[src/rtl/high_frequency_apb_if.sv]
// A-side APB bus bundle for the high_frequency_apb bridge.
// The master modport drives the request, the slave modport returns the response.
interface high_frequency_apb_if #(
    parameter int unsigned ADDR_WD = 32,
    parameter int unsigned DATA_WD = 32,
    parameter int unsigned STRB_WD = 4,
    parameter int unsigned PROT_WD = 3
);
    logic               a_psel;
    logic               a_penable;
    logic               a_pwrite;
    logic [ADDR_WD-1:0] a_paddr;
    logic [DATA_WD-1:0] a_pwdata;
    logic [PROT_WD-1:0] a_pprot;
    logic [STRB_WD-1:0] a_pstrb;
    logic [DATA_WD-1:0] a_prdata;
    logic               a_pready;
    logic               a_pslverr;

    modport master (
        output a_psel, a_penable, a_pwrite, a_paddr, a_pwdata, a_pprot, a_pstrb,
        input  a_prdata, a_pready, a_pslverr
    );

    modport slave (
        input  a_psel, a_penable, a_pwrite, a_paddr, a_pwdata, a_pprot, a_pstrb,
        output a_prdata, a_pready, a_pslverr
    );
endinterface

[src/rtl/high_frequency_apb.sv]
// A-domain end of the APB asynchronous bridge: toggle request out, toggle completion back.
// Optional macro APB_TIMEOUT_EN adds a WAIT-cycle timeout that completes with a_pslverr=1.
module high_frequency_apb #(
    parameter int unsigned ADDR_WD = 32,
    parameter int unsigned DATA_WD = 32,
    parameter int unsigned STRB_WD = 4,
    parameter int unsigned PROT_WD = 3
`ifdef APB_TIMEOUT_EN
    ,parameter int unsigned TIMEOUT_CYCLES = 1024
`endif
) (
    input  logic               a_pclk,
    input  logic               a_prst,
    high_frequency_apb_if.slave apb,
    output logic               a_apb_req,
    output logic               write,
    output logic [ADDR_WD-1:0] addr,
    output logic [DATA_WD-1:0] wdata,
    output logic [PROT_WD-1:0] prot,
    output logic [STRB_WD-1:0] strb,
    input  logic               b_ready_req,
    input  logic [DATA_WD-1:0] rdata
);

    typedef enum logic [1:0] {
        S_IDLE,
        S_WAIT,
        S_RESP
    } state_e;

    state_e             state_q, state_d;
    logic               req_q, req_d;
    logic               rdy_s1_q, rdy_s1_d;
    logic               rdy_s2_q, rdy_s2_d;
    logic               write_q, write_d;
    logic [ADDR_WD-1:0] addr_q, addr_d;
    logic [DATA_WD-1:0] wdata_q, wdata_d;
    logic [PROT_WD-1:0] prot_q, prot_d;
    logic [STRB_WD-1:0] strb_q, strb_d;
    logic [DATA_WD-1:0] prdata_q, prdata_d;

`ifdef APB_TIMEOUT_EN
    localparam int unsigned CNT_WD = (TIMEOUT_CYCLES > 1) ? $clog2(TIMEOUT_CYCLES) : 1;
    logic [CNT_WD-1:0]  cnt_q, cnt_d;
    logic               slverr_q, slverr_d;
`endif

    always_ff @(posedge a_pclk or posedge a_prst) begin
        if (a_prst) begin
            state_q  <= S_IDLE;
            req_q    <= 1'b0;
            rdy_s1_q <= 1'b0;
            rdy_s2_q <= 1'b0;
            write_q  <= 1'b0;
            addr_q   <= '0;
            wdata_q  <= '0;
            prot_q   <= '0;
            strb_q   <= '0;
            prdata_q <= '0;
`ifdef APB_TIMEOUT_EN
            cnt_q    <= '0;
            slverr_q <= 1'b0;
`endif
        end else begin
            state_q  <= state_d;
            req_q    <= req_d;
            rdy_s1_q <= rdy_s1_d;
            rdy_s2_q <= rdy_s2_d;
            write_q  <= write_d;
            addr_q   <= addr_d;
            wdata_q  <= wdata_d;
            prot_q   <= prot_d;
            strb_q   <= strb_d;
            prdata_q <= prdata_d;
`ifdef APB_TIMEOUT_EN
            cnt_q    <= cnt_d;
            slverr_q <= slverr_d;
`endif
        end
    end

    always_comb begin
        state_d  = state_q;
        req_d    = req_q;
        rdy_s1_d = b_ready_req;
        rdy_s2_d = rdy_s1_q;
        write_d  = write_q;
        addr_d   = addr_q;
        wdata_d  = wdata_q;
        prot_d   = prot_q;
        strb_d   = strb_q;
        prdata_d = prdata_q;
`ifdef APB_TIMEOUT_EN
        cnt_d    = cnt_q;
        slverr_d = slverr_q;
`endif
        unique case (state_q)
            // a_psel alone (not only setup) launches, so a setup that stalled on a
            // stale timed-out request still launches from its held access phase.
            S_IDLE: begin
                if (apb.a_psel && (req_q == rdy_s2_q)) begin
                    write_d = apb.a_pwrite;
                    addr_d  = apb.a_paddr;
                    wdata_d = apb.a_pwdata;
                    prot_d  = apb.a_pprot;
                    strb_d  = apb.a_pstrb;
                    req_d   = ~req_q;
                    state_d = S_WAIT;
`ifdef APB_TIMEOUT_EN
                    cnt_d   = '0;
`endif
                end
            end
            S_WAIT: begin
                if (rdy_s2_q == req_q) begin
                    if (!write_q) begin
                        prdata_d = rdata;
                    end
                    state_d = S_RESP;
`ifdef APB_TIMEOUT_EN
                    slverr_d = 1'b0;
                end else if (cnt_q == CNT_WD'(TIMEOUT_CYCLES - 1)) begin
                    slverr_d = 1'b1;
                    state_d  = S_RESP;
                end else begin
                    cnt_d = cnt_q + CNT_WD'(1);
`endif
                end
            end
            S_RESP: begin
                state_d = S_IDLE;
            end
            default: begin
                state_d = S_IDLE;
            end
        endcase
    end

    always_comb begin
        apb.a_pready  = (state_q == S_RESP);
`ifdef APB_TIMEOUT_EN
        apb.a_pslverr = (state_q == S_RESP) && slverr_q;
`else
        apb.a_pslverr = 1'b0;
`endif
        apb.a_prdata  = prdata_q;
        a_apb_req     = req_q;
        write         = write_q;
        addr          = addr_q;
        wdata         = wdata_q;
        prot          = prot_q;
        strb          = strb_q;
    end

endmodule

[src/flat_wrapper.sv]
// flat-port wrapper written by rule: the top's interface ports become plain ports
module high_frequency_apb_flat 
#(
    parameter int unsigned ADDR_WD = 32,
    parameter int unsigned DATA_WD = 32,
    parameter int unsigned STRB_WD = 4,
    parameter int unsigned PROT_WD = 3

)
  (a_pclk, a_prst, a_apb_req, write, addr, wdata, prot, strb, b_ready_req, rdata, apb_a_psel, apb_a_penable, apb_a_pwrite, apb_a_paddr, apb_a_pwdata, apb_a_pprot, apb_a_pstrb, apb_a_prdata, apb_a_pready, apb_a_pslverr);
  high_frequency_apb_if #(.ADDR_WD(ADDR_WD), .DATA_WD(DATA_WD), .STRB_WD(STRB_WD), .PROT_WD(PROT_WD)) apb_i ();
  input  logic a_pclk;
  input  logic a_prst;
  output logic a_apb_req;
  output logic write;
  output logic [ADDR_WD-1:0] addr;
  output logic [DATA_WD-1:0] wdata;
  output logic [PROT_WD-1:0] prot;
  output logic [STRB_WD-1:0] strb;
  input  logic b_ready_req;
  input  logic [DATA_WD-1:0] rdata;
  input wire logic [$bits(apb_i.a_psel)-1:0] apb_a_psel;
  input wire logic [$bits(apb_i.a_penable)-1:0] apb_a_penable;
  input wire logic [$bits(apb_i.a_pwrite)-1:0] apb_a_pwrite;
  input wire logic [$bits(apb_i.a_paddr)-1:0] apb_a_paddr;
  input wire logic [$bits(apb_i.a_pwdata)-1:0] apb_a_pwdata;
  input wire logic [$bits(apb_i.a_pprot)-1:0] apb_a_pprot;
  input wire logic [$bits(apb_i.a_pstrb)-1:0] apb_a_pstrb;
  output wire logic [$bits(apb_i.a_prdata)-1:0] apb_a_prdata;
  output wire logic [$bits(apb_i.a_pready)-1:0] apb_a_pready;
  output wire logic [$bits(apb_i.a_pslverr)-1:0] apb_a_pslverr;
  assign apb_i.a_psel = apb_a_psel;
  assign apb_i.a_penable = apb_a_penable;
  assign apb_i.a_pwrite = apb_a_pwrite;
  assign apb_i.a_paddr = apb_a_paddr;
  assign apb_i.a_pwdata = apb_a_pwdata;
  assign apb_i.a_pprot = apb_a_pprot;
  assign apb_i.a_pstrb = apb_a_pstrb;
  assign apb_a_prdata = apb_i.a_prdata;
  assign apb_a_pready = apb_i.a_pready;
  assign apb_a_pslverr = apb_i.a_pslverr;
  high_frequency_apb #(.ADDR_WD(ADDR_WD), .DATA_WD(DATA_WD), .STRB_WD(STRB_WD), .PROT_WD(PROT_WD)) u_core (.a_pclk(a_pclk), .a_prst(a_prst), .apb(apb_i), .a_apb_req(a_apb_req), .write(write), .addr(addr), .wdata(wdata), .prot(prot), .strb(strb), .b_ready_req(b_ready_req), .rdata(rdata));
endmodule
[config.mk]
export PLATFORM = sky130hd
export DESIGN_NAME = high_frequency_apb_flat
export DESIGN_NICKNAME = d
export VERILOG_FILES = /design/src/rtl/high_frequency_apb_if.sv /design/src/rtl/high_frequency_apb.sv /design/src/flat_wrapper.sv
export SDC_FILE = /design/constraint.sdc
export NUM_CORES = 1
export LEC_CHECK = 0
export ABC_AREA = 0
export CAP_MARGIN = 0
export CORE_MARGIN = 2
export CORE_UTILIZATION = 25
export CTS_BUF_LIST = sky130_fd_sc_hd__clkbuf_8 sky130_fd_sc_hd__clkbuf_16
export DETAILED_ROUTE_END_ITERATION = 12
export MAX_ROUTING_LAYER = met4
export SETUP_SLACK_MARGIN = 0.02
export SYNTH_ARGS = -nofsm -noshare
export SYNTH_HDL_FRONTEND = slang
export SYNTH_SLANG_ARGS = --single-unit
[constraint.sdc]
create_clock -name a_pclk -period 3 [get_ports a_pclk]
set_input_delay 0.3 -clock a_pclk [delete_from_list [all_inputs] [get_ports a_pclk]]
set_output_delay 0.3 -clock a_pclk [all_outputs]
set_load 0.1 [all_outputs]
==> flow_summary.yaml, run 1 <==
die:
  die_h_um: 134
  io_pins: 216
  initial_core_util_pct: 25.5
  rows: 47
  core-area_um2: 16500
  die_area_um2: 17900
  die_w_um: 134
yosys:
  synthTopCellsByCount: "109 x dfrtp_1, 74 x mux2_2, 30 x mux2_4"
  synth_fp_nets: 348
  synth_top_area_share_pct: 64.8
  synth_edf_count: 0
  yosysWarnings: 0
  ys_ff_latch: 109
  netlist_area_um2: 4210
  yosys-top-cells-area: "dfrtp_1 65%, mux2_2 20%, mux2_4 11%, buf_12 1.4%, buf_2 0.83%"
  ys.flop_type: "dfrtp_1"
  synth_cell_types: 18
  syn_inst: 239
  syn_area_per_cell_um2: 17.6
  ys_async_sr_fraction_pct: 100
  yosysMostFrequentCell: "dfrtp_1"
  yosys.area.top_type: "dfrtp_1"
  synth_seq_area_share_pct: 64.8
global_route:
  busiest_layer: "met2"
  grt_antenna_before_repair: 0
  grt_max_degree: 52
  grt_pass1_vias: 3095
  grt_util_met3_pct: 4.91
  met1_usage_pct: 14.7
  grt_pass1_wl_um: 16500
  grt_use_met2_pct: 19.3
  grt_util_all_layers_pct: 12.3
  gr-total-overflow: 0
cts:
  clkSinkCount: 109
  hold_buffers: 0
  htree_levels: 3
  clk-insertion-delay-late_ns: 0.35
  cts_resized: 0
  post_cts.repair.setup_buffers: 0
  numCtsBuffers: 9
  clk_pin_slew_ns: 0.07
  cts_tree: "yes"
  clockRootBuffer: "clkbuf_16"
  clockBufferDepth: 2
detailed_routing:
  finalWirelength_um: 10400
  firstDrtPassIters: 3
  viasPerCell: 4.10
  avgRoutedWirePerCell_um: 15.3
  drtIter0Drc: 80
  num_vias: 2794
  drc_errors: 0
  ant_nets: 0
sta:
  finClkSkew_ns: 0.00733
  drv_slew: 0
  fin_crit_sh_pct: 71.8
  max_slew.worst_pin.slew_ns: 0.990
  finalWorstSetupSlack_ns: 0.846
  finalSetupTns_ns: 0
  clock.fmax_ghz: 0.464
  holdWs_ns: 0.353
  rsz0062_at_grt: "false"
  post-route-min-period_ns: 2.15
  final-hold-violation-count: 0
  slew_headroom_pct: 33.8
  final-setup-viol-count: 0
worst_setup_path:
  cp.arrival_ns: 1.85
  start_kind: "flop"
  end_kind: "primary output"
  cp_max_fo: 2
  critPathBufInv: 1
  worstSetupPathType: "reg2out"
  cp_cell_sequence: "clkdlybuf4s50_1"
  crit_slowest_cell: "clkdlybuf4s50_1"
  slowest_delay_ns: 1.14
  cp.required_ns: 2.70
  crit_family: "buffers and inverters"
final_layout:
  stdcell_count: 682
  fin_nets: 566
  area_delta_synth_final_pct: 58.9
  diodes: 0
  drive_gt1_share_pct: 44.2
worst_hold_path:
  hold_class: "reg2reg"
job:
  drv_cap: 0
place:
  place_ws_ns: 0.876
  dpl.hpwl_um: 7620
  dp.cells: 666
  io_buffers: 213
  place.gp.congestion: 0.682
outcome:
  status: "finished clean"
sequential cells by signal (all words and copies together), names as in the netlist:
register / count
u_core.rdy_s1_q: 1
u_core.apb.a_prdata: 32
u_core.state_q: 2
u_core.prot: 3
u_core.rdy_s2_q: 1
u_core.write: 1
u_core.addr: 32
u_core.a_apb_req: 1
u_core.wdata: 32
u_core.strb: 4
routing by layer:
| metal | share of wire [%] | routed length [um] |
|---|---|---|
| met1 | 43 | 4490 |
| met2 | 48 | 5010 |
| met3 | 7.9 | 826 |
| met4 | 0.98 | 102 |
| met5 | 0 | 0 |
cells in the final DEF (no fill, tap or decap), drive strengths merged, types with 2 or more instances in the layout:
cell type / netlist / routed
nor3b: 2 / 2
mux2: 104 / 104
inv: 1 / 3
nand2: 2 / 2
clkdlybuf4s50: 0 / 137
buf: 12 / 82
a21oi: 2 / 2
clkbuf: 0 / 11
dfrtp: 109 / 109
cell families after synthesis:
kind of cell | count (synthesis) | share of synthesized area (%)
muxes | 104 | 30.5
and+or+nand+nor | 8 | 1.19
AOI/OAI and AO/OA | 2 | 0.238
buffers and inverters | 13 | 2.79
DFF | 109 | 64.8
other | 1 | 0.0891
xor gates and xnor gates | 2 | 0.416
final timing paths:
path                             startpoint                       to  slack [ns]  cells after the start
max in group asynchronous            a_prst           u_core.prot[0]        1.94                      3
hold / removal              u_core.rdy_s1_q          u_core.rdy_s2_q        0.35                      0
setup / recovery            u_core.addr[10]                 addr[10]        0.85                      1
hold reg to reg             u_core.rdy_s1_q          u_core.rdy_s2_q        0.35                      0
setup reg to reg           u_core.a_apb_req  u_core.apb.a_prdata[21]        0.93                      4
min in group asynchronous            a_prst          u_core.wdata[6]        0.38                      2
stage by stage:
stage          util, %  area, um2
2_1_floorplan        -       4210
3_3_place_gp      38.6       6380
3_5_place_dp      38.6       6380
4_1_cts           40.5       6690
5_1_grt           40.5       6690
6_report          40.5       6690
cell type report:
type	instances	area, um2
repair buffers	219	2000
well taps	220	275
clock inverters	5	56.3
flip-flops and latches	109	2730
inverters	1	7.51
clock buffers	11	253
fillers	1563	9830
multi-input cells	117	1370
Power of run 1 is left out: the tool's default activity adds up to more than one toggle a clock period on the data nets, which glitch-free logic cannot reach.
==> run 2, diff against run 1 <==
clock period = 1.7 ns   (was 3 ns; I/O delays follow)
==> flow_summary.yaml, run 2 (synthesized netlist as in run 1, its figures left out) <==
outcome:
  status: "finished with violations"
  violations: "negative setup slack"
worst_setup_path:
  end_kind: "flop"
  r2r-start: "u_core.rdy_s2_q"
  cp_cell_sequence: "xor2_2 > or4b_4 > buf_12 > mux2_4"
  critPathBufInv: 1
  start_kind: "flop"
  slowest_delay_ns: 0.56
  reg2reg_depth: 4
  crit_slowest_cell: "or4b_4"
  crit-reg2reg-capture: "u_core.apb.a_prdata[30]"
  cp.required_ns: 1.93
  r2r_slack_ns: -0.07
  cp.arrival_ns: 2.00
  worstSetupPathType: "reg2reg"
  crit_family: "simple AND/OR/NAND/NOR gates"
  cp_max_fo: 12
global_route:
  grt_pass1_wl_um: 16500
  grt_util_all_layers_pct: 12.1
  gr-total-overflow: 0
  grt_pass1_vias: 3149
  grt_antenna_before_repair: 1
  grt_max_degree: 40
cts:
  hold_buffers: 0
  numCtsBuffers: 9
  clkSinkCount: 109
  clockRootBuffer: "clkbuf_16"
  clk-insertion-delay-late_ns: 0.35
  clk_pin_slew_ns: 0.07
  cts_tree: "yes"
  htree_levels: 3
  clockBufferDepth: 2
final_layout:
  num-fill-cells: 1545
  fin_nets: 574
  final_common_cell: "buf_4"
  fin_area_um2: 6800
  fin_util_pct: 41.2
  drive_gt1_share_pct: 52.8
  area_delta_synth_final_pct: 61.5
  layout_common_cells: "109 x buf_4, 107 x clkdlybuf4s50_1, 107 x dfrtp_1, 74 x mux2_2, 30 x mux2_4"
  stdcell_count: 691
die:
  die_w_um: 134
  die_area_um2: 17900
  rows: 47
  die_h_um: 134
  core-area_um2: 16500
  initial_core_util_pct: 25.5
  io_pins: 216
place:
  dpl_cell_area_um2: 6470
  place.gp.congestion: 0.711
  dp.cells: 673
  io_buffers: 213
  dpl.hpwl_um: 7730
  place_ws_ns: -0.206
detailed_routing:
  drtIter0Drc: 47
  finalWirelength_um: 10300
  viasPerCell: 4.09
  num_vias: 2828
  avgRoutedWirePerCell_um: 15.0
  drc_errors: 0
  firstDrtPassIters: 4
  ant_nets: 0
sta:
  drv_slew: 0
  fin_crit_sh_pct: 104
  finalWorstSetupSlack_ns: -0.0681
  final-hold-violation-count: 0
  rsz0062_at_grt: "true"
  post-route-min-period_ns: 1.77
  final-setup-viol-count: 32
  clock.fmax_ghz: 0.566
  finClkSkew_ns: 0.00585
job:
  drv_cap: 0
worst_hold_path:
  hold_class: "in2async"
-- run 2: cell types whose count changed in the layout (fill, tap and decap cells not counted), sizes merged --
cell           change
clkbuf             -2
clkdlybuf4s50     -30
diode              +1
clkinvlp           +2
buf               +38
clkinv             +2
bufinv             -1
inv                -1
-- run 2: worst max-delay path by stage --
stage / startpoint / end / slack (ns) / cells past startpoint
after global placement: u_core.rdy_s2_q / u_core.apb.a_prdata[30] / -0.20 / 4
final: u_core.rdy_s2_q / u_core.apb.a_prdata[30] / -0.07 / 4
after CTS: u_core.rdy_s2_q / u_core.apb.a_prdata[13] / -0.11 / 4
after floorplan: u_core.a_apb_req / u_core.apb.a_prdata[0] / -0.34 / 5
after detailed placement: u_core.rdy_s2_q / u_core.apb.a_prdata[13] / -0.21 / 4
after global routing: u_core.rdy_s2_q / u_core.apb.a_prdata[9] / -0.10 / 4
-- run 2: what timing repair did --
action | in CTS | in global routing
buffers inserted | 0 | 0
endpoints found under the setup margin | 32 | 99
pin swaps | 1 | 1
cloned | 1 | 0
resized for setup | 3 | 1
-- run 2: layer usage --
layer  vias to the layer above  wire length, um  GRT usage (%)
li1                       1282                -              -
met1                      1407             4140           13.9
met2                       129             5210           19.9
met3                        10              834           4.16
met4                         0              157           4.08
met5                         -                0              -
-- run 2: area by class of cell --
cell class                      count  area, um2  area share [%]
Multi-Input combinational cell    117       1390            20.5
Clock inverter                      7       57.6           0.846
Inverter                            1       7.51           0.110
Timing Repair Buffer              227       2110            31.0
Sequential cell                   109       2730            40.1
Clock buffer                        9        225            3.31
Tap cell                          220        275            4.05
Antenna cell                        1       2.50          0.0368
-- run 2: worst register-to-register path: stages, from the launching register on --
cell	delay, ns
dfrtp_1	0.41
xor2_2	0.19
or4b_4	0.56
buf_12	0.19
mux2_4	0.31
-- run 2: through the flow --
| step | hold slack (ns) | setup TNS (ns) |
|---|---|---|
| after global placement | 0.349 | -6.34 |
| final | 0.169 | -1.79 |
| after global routing | 0.182 | -2.85 |
| after detailed placement | 0.358 | -7.27 |
| after CTS | 0.159 | -3.18 |
| after floorplan | 0.201 | -10.66 |
Power of run 2 is left out for the same reason.
